File: config.mk
export PLATFORM = sky130hd
export DESIGN_NAME = apb_wdt_gen
export DESIGN_NICKNAME = d
export VERILOG_FILES = /design/src/rtl/apb_wdt_gen.sv
export SDC_FILE = /design/constraint.sdc
export NUM_CORES = 1
export LEC_CHECK = 0
export ABC_AREA = 1
export BUFFER_PORTS_ARGS = -buffer_cell sky130_fd_sc_hd__buf_2
export CAP_MARGIN = 20
export CORE_MARGIN = 2
export CORE_UTILIZATION = 50
export DETAILED_ROUTE_END_ITERATION = 10
export GPL_TIMING_DRIVEN = 0
export PLACE_DENSITY = 0.69
export SYNTH_ARGS = -nofsm -noshare
export SYNTH_HDL_FRONTEND = slang
export SYNTH_SLANG_ARGS = --single-unit
File: constraint.sdc
create_clock -name PCLK -period 5.2 [get_ports PCLK]
set_input_delay 0.78 -clock PCLK [delete_from_list [all_inputs] [get_ports PCLK]]
set_output_delay 0.78 -clock PCLK [all_outputs]
set_load 0.01 [all_outputs]
File: src/rtl/apb_wdt_gen.sv
// APB watchdog with internal prescaler and down-counter, windowed keyed kick,
// configuration lock key and two-stage (interrupt, then reset request) timeout.
module apb_wdt_gen #(
    parameter int unsigned WIDTH      = 32,
    parameter int unsigned PRE_W      = 16,
    parameter logic [31:0] KICK_KEY   = 32'h5A5AA5A5,
    parameter logic [31:0] UNLOCK_KEY = 32'h1ACCE551
) (
    input  logic        PCLK,
    input  logic        PRESETn,
    input  logic        PSEL,
    input  logic [19:2] PADDR,
    input  logic        PENABLE,
    input  logic        PWRITE,
    input  logic [31:0] PWDATA,
    output logic [31:0] PRDATA,
    output logic        PREADY,
    output logic        IRQ,
    output logic        WDRST,
    output logic        WDRUN
);

    localparam logic [17:0] A_CNT    = 18'h000;
    localparam logic [17:0] A_LOAD   = 18'h001;
    localparam logic [17:0] A_WIN    = 18'h002;
    localparam logic [17:0] A_STATUS = 18'h003;
    localparam logic [17:0] A_CLR    = 18'h004;
    localparam logic [17:0] A_CTRL   = 18'h005;
    localparam logic [17:0] A_PRESC  = 18'h006;
    localparam logic [17:0] A_KICK   = 18'h007;
    localparam logic [17:0] A_LOCK   = 18'h008;
    localparam logic [17:0] A_IRQEN  = 18'h040;

    logic [WIDTH-1:0] cnt, load, win;
    logic [PRE_W-1:0] pcnt, presc;
    logic             en, winen, rsten;
    logic             ov, rstreq, early, locked;
    logic [1:0]       irqen;
    logic             wdrst_q;

    logic       wr, wr_cfg;
    logic       tick, kick, in_win, kick_ok, kick_early, en_rise;
    logic       expire, exp1, exp2;
    logic [2:0] clr;

    always_comb begin
        wr         = PSEL & PWRITE & PENABLE;
        wr_cfg     = wr & ~locked;
        tick       = en & (pcnt == presc);
        kick       = wr & (PADDR == A_KICK) & (PWDATA == KICK_KEY) & en;
        in_win     = ~winen | (cnt <= win);
        kick_ok    = kick & in_win;
        kick_early = kick & ~in_win;
        en_rise    = wr_cfg & (PADDR == A_CTRL) & PWDATA[0] & ~en;
        // A reloading kick takes the cycle; an early kick leaves the tick alone.
        expire     = tick & ~kick_ok & (cnt == '0);
        exp1       = expire & ~ov;
        exp2       = expire & ov;
        clr        = (wr && PADDR == A_CLR) ? PWDATA[2:0] : '0;
    end

    always_ff @(posedge PCLK or negedge PRESETn) begin
        if (!PRESETn) begin
            cnt  <= '0;
            pcnt <= '0;
        end else if (en_rise || kick_ok) begin
            cnt  <= load;
            pcnt <= '0;
        end else if (en) begin
            pcnt <= tick ? '0 : pcnt + PRE_W'(1);
            if (tick)
                cnt <= (cnt == '0) ? load : cnt - WIDTH'(1);
        end
    end

    always_ff @(posedge PCLK or negedge PRESETn) begin
        if (!PRESETn) begin
            ov      <= 1'b0;
            rstreq  <= 1'b0;
            early   <= 1'b0;
            wdrst_q <= 1'b0;
        end else begin
            ov      <= exp1 | (ov & ~clr[0]);
            rstreq  <= exp2 | kick_early | (rstreq & ~clr[1]);
            early   <= kick_early | (early & ~clr[2]);
            wdrst_q <= rsten & (exp2 | kick_early);
        end
    end

    always_ff @(posedge PCLK or negedge PRESETn) begin
        if (!PRESETn) begin
            load   <= '0;
            win    <= '0;
            presc  <= '0;
            en     <= 1'b0;
            winen  <= 1'b0;
            rsten  <= 1'b0;
            locked <= 1'b0;
            irqen  <= '0;
        end else if (wr) begin
            if (wr_cfg && PADDR == A_LOAD)
                load <= PWDATA[WIDTH-1:0];
            if (wr_cfg && PADDR == A_WIN)
                win <= PWDATA[WIDTH-1:0];
            if (wr_cfg && PADDR == A_PRESC)
                presc <= PWDATA[PRE_W-1:0];
            if (wr_cfg && PADDR == A_CTRL) begin
                en    <= PWDATA[0];
                winen <= PWDATA[1];
                rsten <= PWDATA[2];
            end
            if (PADDR == A_LOCK)
                locked <= (PWDATA != UNLOCK_KEY);
            if (PADDR == A_IRQEN)
                irqen <= PWDATA[1:0];
        end
    end

    always_comb begin
        PRDATA = 32'hDEADBEEF;
        case (PADDR)
            A_CNT:    PRDATA = 32'(cnt);
            A_LOAD:   PRDATA = 32'(load);
            A_WIN:    PRDATA = 32'(win);
            A_STATUS: PRDATA = {28'd0, locked, early, rstreq, ov};
            A_CLR:    PRDATA = '0;
            A_CTRL:   PRDATA = {29'd0, rsten, winen, en};
            A_PRESC:  PRDATA = 32'(presc);
            A_KICK:   PRDATA = '0;
            A_LOCK:   PRDATA = {31'd0, locked};
            A_IRQEN:  PRDATA = {30'd0, irqen};
            default:  PRDATA = 32'hDEADBEEF;
        endcase
    end

    assign PREADY = 1'b1;
    assign IRQ    = (ov & irqen[0]) | (early & irqen[1]);
    assign WDRST  = wdrst_q;
    assign WDRUN  = en;

endmodule
==> results of run 1 <==
[kinds of logic after synthesis]
family,count (synthesis)
AO/OA/AOI/OAI,207
XOR/XNOR,36
adder cells (fa/ha/maj),35
buffers and inverters,239
flip-flops,138
other,1
AND/OR/NAND/NOR,737
[where the power goes]
group | internal (mW) | switching (mW)
Clock | 0.648 | 0.594
Combinational | 0.0492 | 0.0997
Sequential | 1.09 | 0.0246
Total | 1.78 | 0.718
[routing by layer]
layer | vias to the layer above | GRT usage | wire (um)
met2 | 565 | 0.5329 | 15080
met5 | - | 0 | 0
li1 | 4833 | - | -
met3 | 78 | 0.07512 | 3667
met1 | 4779 | 0.4883 | 14840
met4 | 0 | 0.1454 | 1277
[sequential cells by signal, indices dropped and copies added (netlist names)]
register and cells:
win 32, WDRUN 1, rsten 1, early 1
rstreq 1, pcnt 16, cnt 32, WDRST 1
load 32, ov 1, winen 1, irqen 2
presc 16, locked 1
[final cells by class]
cell class,count,share of cell area
buffer,56,0.02425
clock buffer,17,0.03854
clock inverter,15,0.01530
inverter,183,0.06222
multi-input combinational,1016,0.4740
sequential,138,0.3128
tap,260,0.02947
timing repair buffer,90,0.04341
[metrics by stage]
stage,setup WS [ns],utilization,instance area (sq um)
after detailed placement,1.436,0.5547,10450
after floorplan,2.265,-,9641
after CTS,1.443,0.5862,11040
after global placement,1.255,0.5529,10410
final,1.355,0.5862,11040
after global routing,1.229,0.5862,11040
[layout by cell type, fill, tap and decap left out, types with 4 or more instances in the layout]
master / count
nand2_1: 362
inv_1: 179
dfrtp_1: 138
nand3_1: 128
nor2_1: 120
buf_2: 101
o21ai_0: 94
nand4_1: 58
a21oi_1: 50
ha_1: 35
clkbuf_1: 34
nor3_1: 26
xor2_1: 26
o22ai_1: 23
clkbuf_16: 17
nand3_2: 12
a221oi_1: 10
xnor2_1: 10
a22oi_1: 9
o221ai_1: 7
nor4_1: 7
inv_8: 7
buf_6: 6
nor2_2: 4
nand3b_1: 4
a31oi_1: 4
[synth_stat cells (4+ instances only)]
library cell and number:
o21ai_0 94, a31oi_1 4, nand3_2 12, xnor2_1 10
nand2_1 362, nand4_1 58, nor2_1 120, a22oi_1 9
buf_6 5, xor2_1 26, a21oi_1 50, o22ai_1 23
ha_1 35, nand3b_1 4, inv_1 179, nor2_2 4
buf_2 13, nor3_1 26, clkbuf_1 34, nor4_1 7
a221oi_1 10, o221ai_1 7, dfrtp_1 138, nand3_1 128
[worst max-delay path by stage]
stage	start	to	depth (start not counted)
after floorplan	PADDR[19]	PRDATA[21]	7
after global placement	PRESETn	win[25]$_DFFE_PN0P_	1
after detailed placement	PADDR[19]	PRDATA[29]	9
after CTS	PADDR[19]	PRDATA[29]	9
after global routing	PADDR[19]	PRDATA[29]	9
final	PADDR[19]	PRDATA[29]	9
[critical path, stage by stage]
cell      delay (ns)
buf_2           0.10
nor2_1          0.46
nand2_1         0.17
inv_1           0.17
nand2_1         0.09
nor2_1          0.63
inv_1           0.23
o221ai_1        0.27
buf_2           0.18
==> insert_results.sql, run 1 <==
INSERT INTO impl_metrics (metric_group, metric, value, unit) VALUES
('grt', 'antenna_found_initial', '0', ''),
('synthesis', 'post_synth_instance_area', '9640', 'sq um'),
('grt', 'grt_max_degree', '87', ''),
('floorplanning', 'rows', '50', ''),
('floorplanning', 'coreArea', '18830', 'sq um'),
('grt', 'grt_pass1_vias', '9670', ''),
('floorplanning', 'ioPinCount', '91', ''),
('synthesis', 'yosys.area.top_type', 'dfrtp_1', ''),
('final_layout', 'layout.area.seq', '3453', 'sq um'),
('final_layout', 'n_fill_cell', '1838', ''),
('critical_path', 'critical_path_arrival', '3.07', 'ns'),
('final_layout', 'drive_above_1_share', '0.1135', ''),
('synthesis', 'synth-compound-area-share', '0.1224', ''),
('synthesis', 'post_synthesis_share_of_cell_area_spent_on_xor_and_xnor_gates', '0.03271', ''),
('synthesis', 'postSynthCellCount', '1393', ''),
('clock_tree', 'cts_resized', '0', ''),
('critical_path', 'worst-path-max-fanout', '9', ''),
('sta', 'timing.max_slew.rel_slack', '0.4493', ''),
('detailed_routing', 'ant_nets', '0', ''),
('synthesis', 'synth_ff_type', 'dfrtp_1', ''),
('clock_tree', 'cts_max_path_buffers', '2', ''),
('placement', 'post-dp-hpwl', '27320', 'um'),
('pwr', 'vdd_ir_drop_max', '0.0002147', 'V'),
('clock_tree', 'cts_post_setup_buffers_inserted', '0', ''),
('critical_path', 'worstReg2RegStart', 'cnt[23]$_DFFE_PN0P_', ''),
('detailed_routing', 'first_pass_iters', '9', ''),
('floorplanning', 'dieArea', '20410', 'sq um'),
('clock_tree', 'cts-hold-fix-buffers', '0', ''),
('clock_tree', 'tritoncts.num_buffers', '17', ''),
('outcome', 'status', 'finished, final reports clean', ''),
('grt', 'grt_util_all_layers', '0.3512', ''),
('job', 'maxCapViolations', '0', ''),
('synthesis', 'simple_gate_portion_of_the_synthesized_area', '0.3419', ''),
('final_layout', 'final-instance-count-excl-fill', '1775', ''),
('sta', 'period_share', '0.7395', ''),
('sta', 'maxSlewViolCount', '0', ''),
('clock_tree', 'cts.clk_slew.worst_paths', '0.07', 'ns'),
('synthesis', 'post_synth_fa_ha_maj_area_fraction', '0.04543', ''),
('sta', 'tightest_slew', '0.8184', 'ns'),
('sta', 'unrepaired_setup_endpoints_after_global_routing', 'false', ''),
('critical_path', 'worst_setup_path_type', 'in2out', ''),
('synthesis', 'postSynth.asyncResetShare', '1.000', ''),
('floorplanning', 'initial_core_util', '0.5120', ''),
('sta', 'setup_viol_count_final', '0', ''),
('pwr', 'total_leakage_power', '5.451', 'nW'),
('grt', 'wire_length_of_the_first_global_routing_pass', '53590', 'um'),
('grt', 'gr-total-overflow', '0', ''),
('sta', 'final_period_minus_worst_setup_slack', '3.845', 'ns'),
('critical_path', 'crit_path_start_kind', 'input pin', ''),
('final_layout', 'num-nets-final', '1592', ''),
('placement', 'finalWeightedCongestion', '0.9737', ''),
('clock_tree', 'clk_root_buffer_cell', 'clkbuf_16', ''),
('synthesis', 'post_synth_mux_area_share', '0', ''),
('clock_tree', 'cts_tree', 'yes', ''),
('detailed_routing', 'finalWirelength', '34870', 'um'),
('sta', 'worst_clock_skew', '0.01002', 'ns'),
('synthesis', 'synth_top_area_share', '0.3582', ''),
('clock_tree', 'clock_insertion_delay_worst_skew', '0.44', 'ns'),
('synthesis', 'ys_seq_area_frac', '0.3582', ''),
('detailed_routing', 'routed_via_density', '5.777', ''),
('placement', 'placedCellCount', '1743', ''),
('final_layout', 'synthesis_to_layout_area_growth', '14.51', '%'),
('synthesis', 'synth-edff-count', '0', ''),
('clock_tree', 'cts_num_sinks', '138', ''),
('synthesis', 'net_count_synth', '1483', ''),
('sta', 'fin_worst_hold_slack', '0.3031', 'ns'),
('floorplanning', 'floorplan.die.height', '142.9', 'um'),
('synthesis', 'post_synth_main_area_contributors', 'dfrtp_1 (36%), nand2_1 (14%), inv_1 (7.0%), nand3_1 (6.6%), o21ai_0 (4.9%)', ''),
('final_layout', 'multiInputGateArea', '5233', 'sq um'),
('final_layout', 'n_antenna_cell', '0', ''),
('detailed_routing', 'vias', '10260', '');
No activity file was read; power rests on OpenSTA's default activity.
==> run 2, diff against run 1 <==
Settings changed: ABC_AREA 1 to 0.
Clock period 5.2 ns to 4 ns, I/O delays scaled along.
==> run 2 against run 1 <==
Net effect: combinational power is 130% higher; first-iteration DRC count shrank 31%; sequential share of layout area rose by 2.6 points; final cell count shrank 28%; clock power grew 33%; via count down 22%; die area down 8.2%; core utilization increased by 0.34 points; area after synthesis decreased by 8.5%; global-route usage shrank 4.3 points; worst hold slack lost 0.19 ns; synthesized cell count is 33% lower; largest cell class unchanged.
==> insert_results.sql, run 2 <==
INSERT INTO impl_metrics (metric_group, metric, value, unit) VALUES
('grt', 'grt_util_all_layers', '0.3082', ''),
('grt', 'grt_max_degree', '90', ''),
('grt', 'grt_pass1_vias', '7822', ''),
('synthesis', 'ys_seq_area_frac', '0.3913', ''),
('placement', 'portBuffers', '86', ''),
('clock_tree', 'cts_tree', 'yes', ''),
('floorplanning', 'dieArea', '18730', 'sq um'),
('critical_path', 'worst-path-max-fanout', '10', ''),
('floorplanning', 'initial_core_util', '0.5102', ''),
('floorplanning', 'rows', '48', ''),
('floorplanning', 'floorplan.die.height', '136.9', 'um'),
('final_layout', 'synthesis_to_layout_area_growth', '15.57', '%'),
('final_layout', 'num-nets-final', '1128', ''),
('sta', 'maxSlewViolCount', '0', ''),
('grt', 'wire_length_of_the_first_global_routing_pass', '42990', 'um'),
('synthesis', 'net_count_synth', '1022', ''),
('floorplanning', 'ioPinCount', '91', ''),
('sta', 'period_share', '0.9696', ''),
('clock_tree', 'cts.clk_slew.worst_paths', '0.06', 'ns'),
('synthesis', 'most_common_cell_in_the_synthesized_netlist', 'dfrtp_1', ''),
('final_layout', 'reg.largest.list', 'cnt (32), load (32), win (32)', ''),
('critical_path', 'crit_path_start_kind', 'input pin', ''),
('final_layout', 'layout_common_cells', 'dfrtp_1 (138), buf_2 (94), mux2_2 (78)', ''),
('final_layout', 'n_antenna_cell', '0', ''),
('detailed_routing', 'detail_route.wl_per_cell', '21.75', 'um'),
('placement', 'placement.cell_area', '9570', 'sq um'),
('synthesis', 'synth-compound-area-share', '0.1584', ''),
('sta', 'setup_viol_count_final', '0', ''),
('placement', 'post-dp-hpwl', '19950', 'um'),
('clock_tree', 'cts-hold-fix-buffers', '0', ''),
('critical_path', 'critical_path_arrival', '3.28', 'ns'),
('final_layout', 'drive_above_1_share', '0.2143', ''),
('synthesis', 'synth_top_area_share', '0.3913', ''),
('critical_path', 'critical_path_required', '3.40', 'ns'),
('clock_tree', 'clock_insertion_delay_worst_skew', '0.43', 'ns'),
('synthesis', 'ys_ff_latch', '138', ''),
('sta', 'final_hold_fails', '0', ''),
('sta', 'unrepaired_setup_endpoints_after_global_routing', 'true', ''),
('critical_path', 'chain_of_cells_forming_the_critical_path', 'buf_2, clkbuf_1, clkbuf_1, clkdlybuf4s15_2, mux2i_1, o21ai_0, a22oi_1, nand2_1, buf_2', ''),
('detailed_routing', 'first_pass_iters', '8', ''),
('final_layout', 'stdcell_area', '10200', 'sq um'),
('synthesis', 'post_synth_mux_area_share', '0.1551', ''),
('clock_tree', 'tritoncts.num_buffers', '17', ''),
('pwr', 'total_leakage_power', '4.421', 'nW'),
('sta', 'finalSetupTns', '0', 'ns'),
('synthesis', 'synth_ff_type', 'dfrtp_1', ''),
('detailed_routing', 'detail_route.iter0.violations', '766', ''),
('job', 'maxCapViolations', '0', ''),
('critical_path', 'crit_path_largest_cell_delay', '0.66', 'ns'),
('pwr', 'totalPowerFinal', '3.494', 'mW'),
('synthesis', 'synth-edff-count', '0', ''),
('sta', 'tightest_slew', '0.8698', 'ns'),
('synthesis', 'postSynth.asyncResetShare', '1.000', ''),
('synthesis', 'syn_avg_cell_area', '9.469', 'sq um'),
('synthesis', 'yosys.area.top_type', 'dfrtp_1', ''),
('sta', 'timing.max_slew.rel_slack', '0.4201', ''),
('final_layout', 'n_fill_cell', '1547', ''),
('grt', 'antenna_found_initial', '0', ''),
('clock_tree', 'clk_root_buffer_cell', 'clkbuf_16', ''),
('critical_path', 'crit_slowest_cell', 'clkbuf_1', ''),
('detailed_routing', 'finalWirelength', '27730', 'um'),
('synthesis', 'combinational_family_with_the_most_area_after_synthesis', 'simple AND/OR/NAND/NOR gates', ''),
('floorplanning', 'coreArea', '17300', 'sq um'),
('synthesis', 'ys.warnings.count', '0', ''),
('sta', 'worst_clock_skew', '0.01289', 'ns'),
('synthesis', 'netlist-cell-type-count', '69', ''),
('synthesis', 'post_synth_fa_ha_maj_area_fraction', '0.04962', ''),
('sta', 'final_period_minus_worst_setup_slack', '3.879', 'ns'),
('floorplanning', 'dieWidth', '136.9', 'um'),
('synthesis', 'post_synth_main_area_contributors', 'dfrtp_1 (39%), mux2_2 (10%), ha_1 (5.0%), mux2i_1 (4.5%), nand2_1 (3.1%)', ''),
('clock_tree', 'ctsHtreeMaxLevel', '4', ''),
('sta', 'fmaxAchievable', '0.2578', 'GHz'),
('grt', 'gr-total-overflow', '0', ''),
('synthesis', 'leading_post_synthesis_cells_by_instance_count', 'dfrtp_1 (138), mux2_2 (78), nand2_1 (74)', ''),
('placement', 'finalWeightedCongestion', '0.9071', ''),
('synthesis', 'post_synth_instance_area', '8825', 'sq um'),
('detailed_routing', 'routed_via_density', '6.312', ''),
('synthesis', 'simple_gate_portion_of_the_synthesized_area', '0.1757', ''),
('critical_path', 'worst_setup_path_type', 'in2out', ''),
('outcome', 'status', 'finished, final reports clean', ''),
('pwr', 'vdd_ir_drop_max', '0.0002951', 'V'),
('critical_path', 'critical_path.endpoint_type', 'output pin', ''),
('detailed_routing', 'ant_nets', '0', ''),
('detailed_routing', 'post-route-drc-count', '0', ''),
('synthesis', 'postSynthCellCount', '932', ''),
('clock_tree', 'cts_max_path_buffers', '2', ''),
('synthesis', 'post_synthesis_share_of_cell_area_spent_on_xor_and_xnor_gates', '0.01985', ''),
('clock_tree', 'cts_num_sinks', '138', ''),
('detailed_routing', 'vias', '8048', ''),
('final_layout', 'final_common_cell', 'dfrtp_1', ''),
('hold_path', 'worst_hold_check_path_type', 'in2async', ''),
('pwr', 'power_density', '342.6', 'nW/um^2');
## run 2: cell types whose count changed after synthesis, sizes merged, moves of 36 or more
| cell | change |
|---|---|
| nand3 | -108 |
| inv | -131 |
| mux2 | +84 |
| nor2 | -78 |
| nand4 | -36 |
| o21ai | -38 |
| mux2i | +40 |
| nand2 | -291 |
## run 2: logic make-up (layout without fill, tap and decap cells)
| logic type | after synthesis | count (layout) |
|---|---|---|
| other | 1 | 1 |
| AO/OA/AOI/OAI | 213 | 213 |
| multiplexers | 125 | 125 |
| flip-flops | 138 | 138 |
| XOR/XNOR | 20 | 20 |
| buffers and inverters | 109 | 227 |
| AND/OR/NAND/NOR | 291 | 291 |
| adder cells (fa/ha/maj) | 35 | 35 |
## run 2: worst max-delay path: cells and delay by family
family          cells  cell delay (ns)
mux                 1             0.25
simple gates        1             0.08
compound gates      2             0.38
buf+inv             5             1.95
## run 2: cell type report
type / count / area (sq um) / area share
multi-input combinational: 685 / 4938 / 0.4842
sequential: 138 / 3453 / 0.3386
timing repair buffer: 88 / 469.2 / 0.04601
clock buffer: 19 / 442.9 / 0.04343
tap: 225 / 281.5 / 0.02760
buffer: 57 / 255.2 / 0.02503
inverter: 51 / 191.4 / 0.01877
clock inverter: 12 / 166.4 / 0.01632
## run 2: through the flow
| step | cells | hold slack, ns | utilization | setup WS [ns] |
|---|---|---|---|---|
| after floorplan | 932 | 0.3044 | - | 1.044 |
| after global placement | 1243 | 0.4974 | 0.5514 | -0.2226 |
| after detailed placement | 1244 | 0.5079 | 0.5533 | -0.1748 |
| after CTS | 1275 | 0.1238 | 0.5890 | 0.01204 |
| after global routing | 1275 | 0.1466 | 0.5896 | -0.01582 |
| final | 1275 | 0.1087 | 0.5896 | 0.1215 |
## run 2: path summary, 6_finish.rpt
check                                     from              endpoint  slack, ns  cells past startpoint
max                                   PADDR[3]            PRDATA[13]       0.12                      9
max in group asynchronous              PRESETn   load[6]$_DFFE_PN0P_       3.07                      2
min in group PCLK                   PWDATA[29]   win[29]$_DFFE_PN0P_       0.41                      2
min reg2reg                   rstreq$_DFF_PN0_      rstreq$_DFF_PN0_       0.52                      2
max reg2reg                cnt[30]$_DFFE_PN0P_   cnt[16]$_DFFE_PN0P_       0.24                     10
min                                    PRESETn  load[26]$_DFFE_PN0P_       0.11                      1
## run 2: routing by layer
| layer | track usage | part of all wire |
|---|---|---|
| met4 | 0.1317 | 0.037 |
| met5 | 0 | 0 |
| met2 | 0.4769 | 0.45 |
| met1 | 0.4157 | 0.43 |
| met3 | 0.07074 | 0.083 |
## run 2: repair_timing
action | in CTS | in global routing
pin swaps | 0 | 0
gates resized for setup | 2 | 9
setup buffers | 0 | 0
endpoints found under the setup margin | 3 | 51
## run 2: where the power goes
part | leakage, nW | internal (mW) | switching [mW] | total, mW
sequential | 1.79 | 1.44 | 0.0535 | 1.49
clock | 0.295 | 1.00 | 0.652 | 1.65
combinational | 2.34 | 0.140 | 0.210 | 0.350
total | 4.42 | 2.58 | 0.915 | 3.49
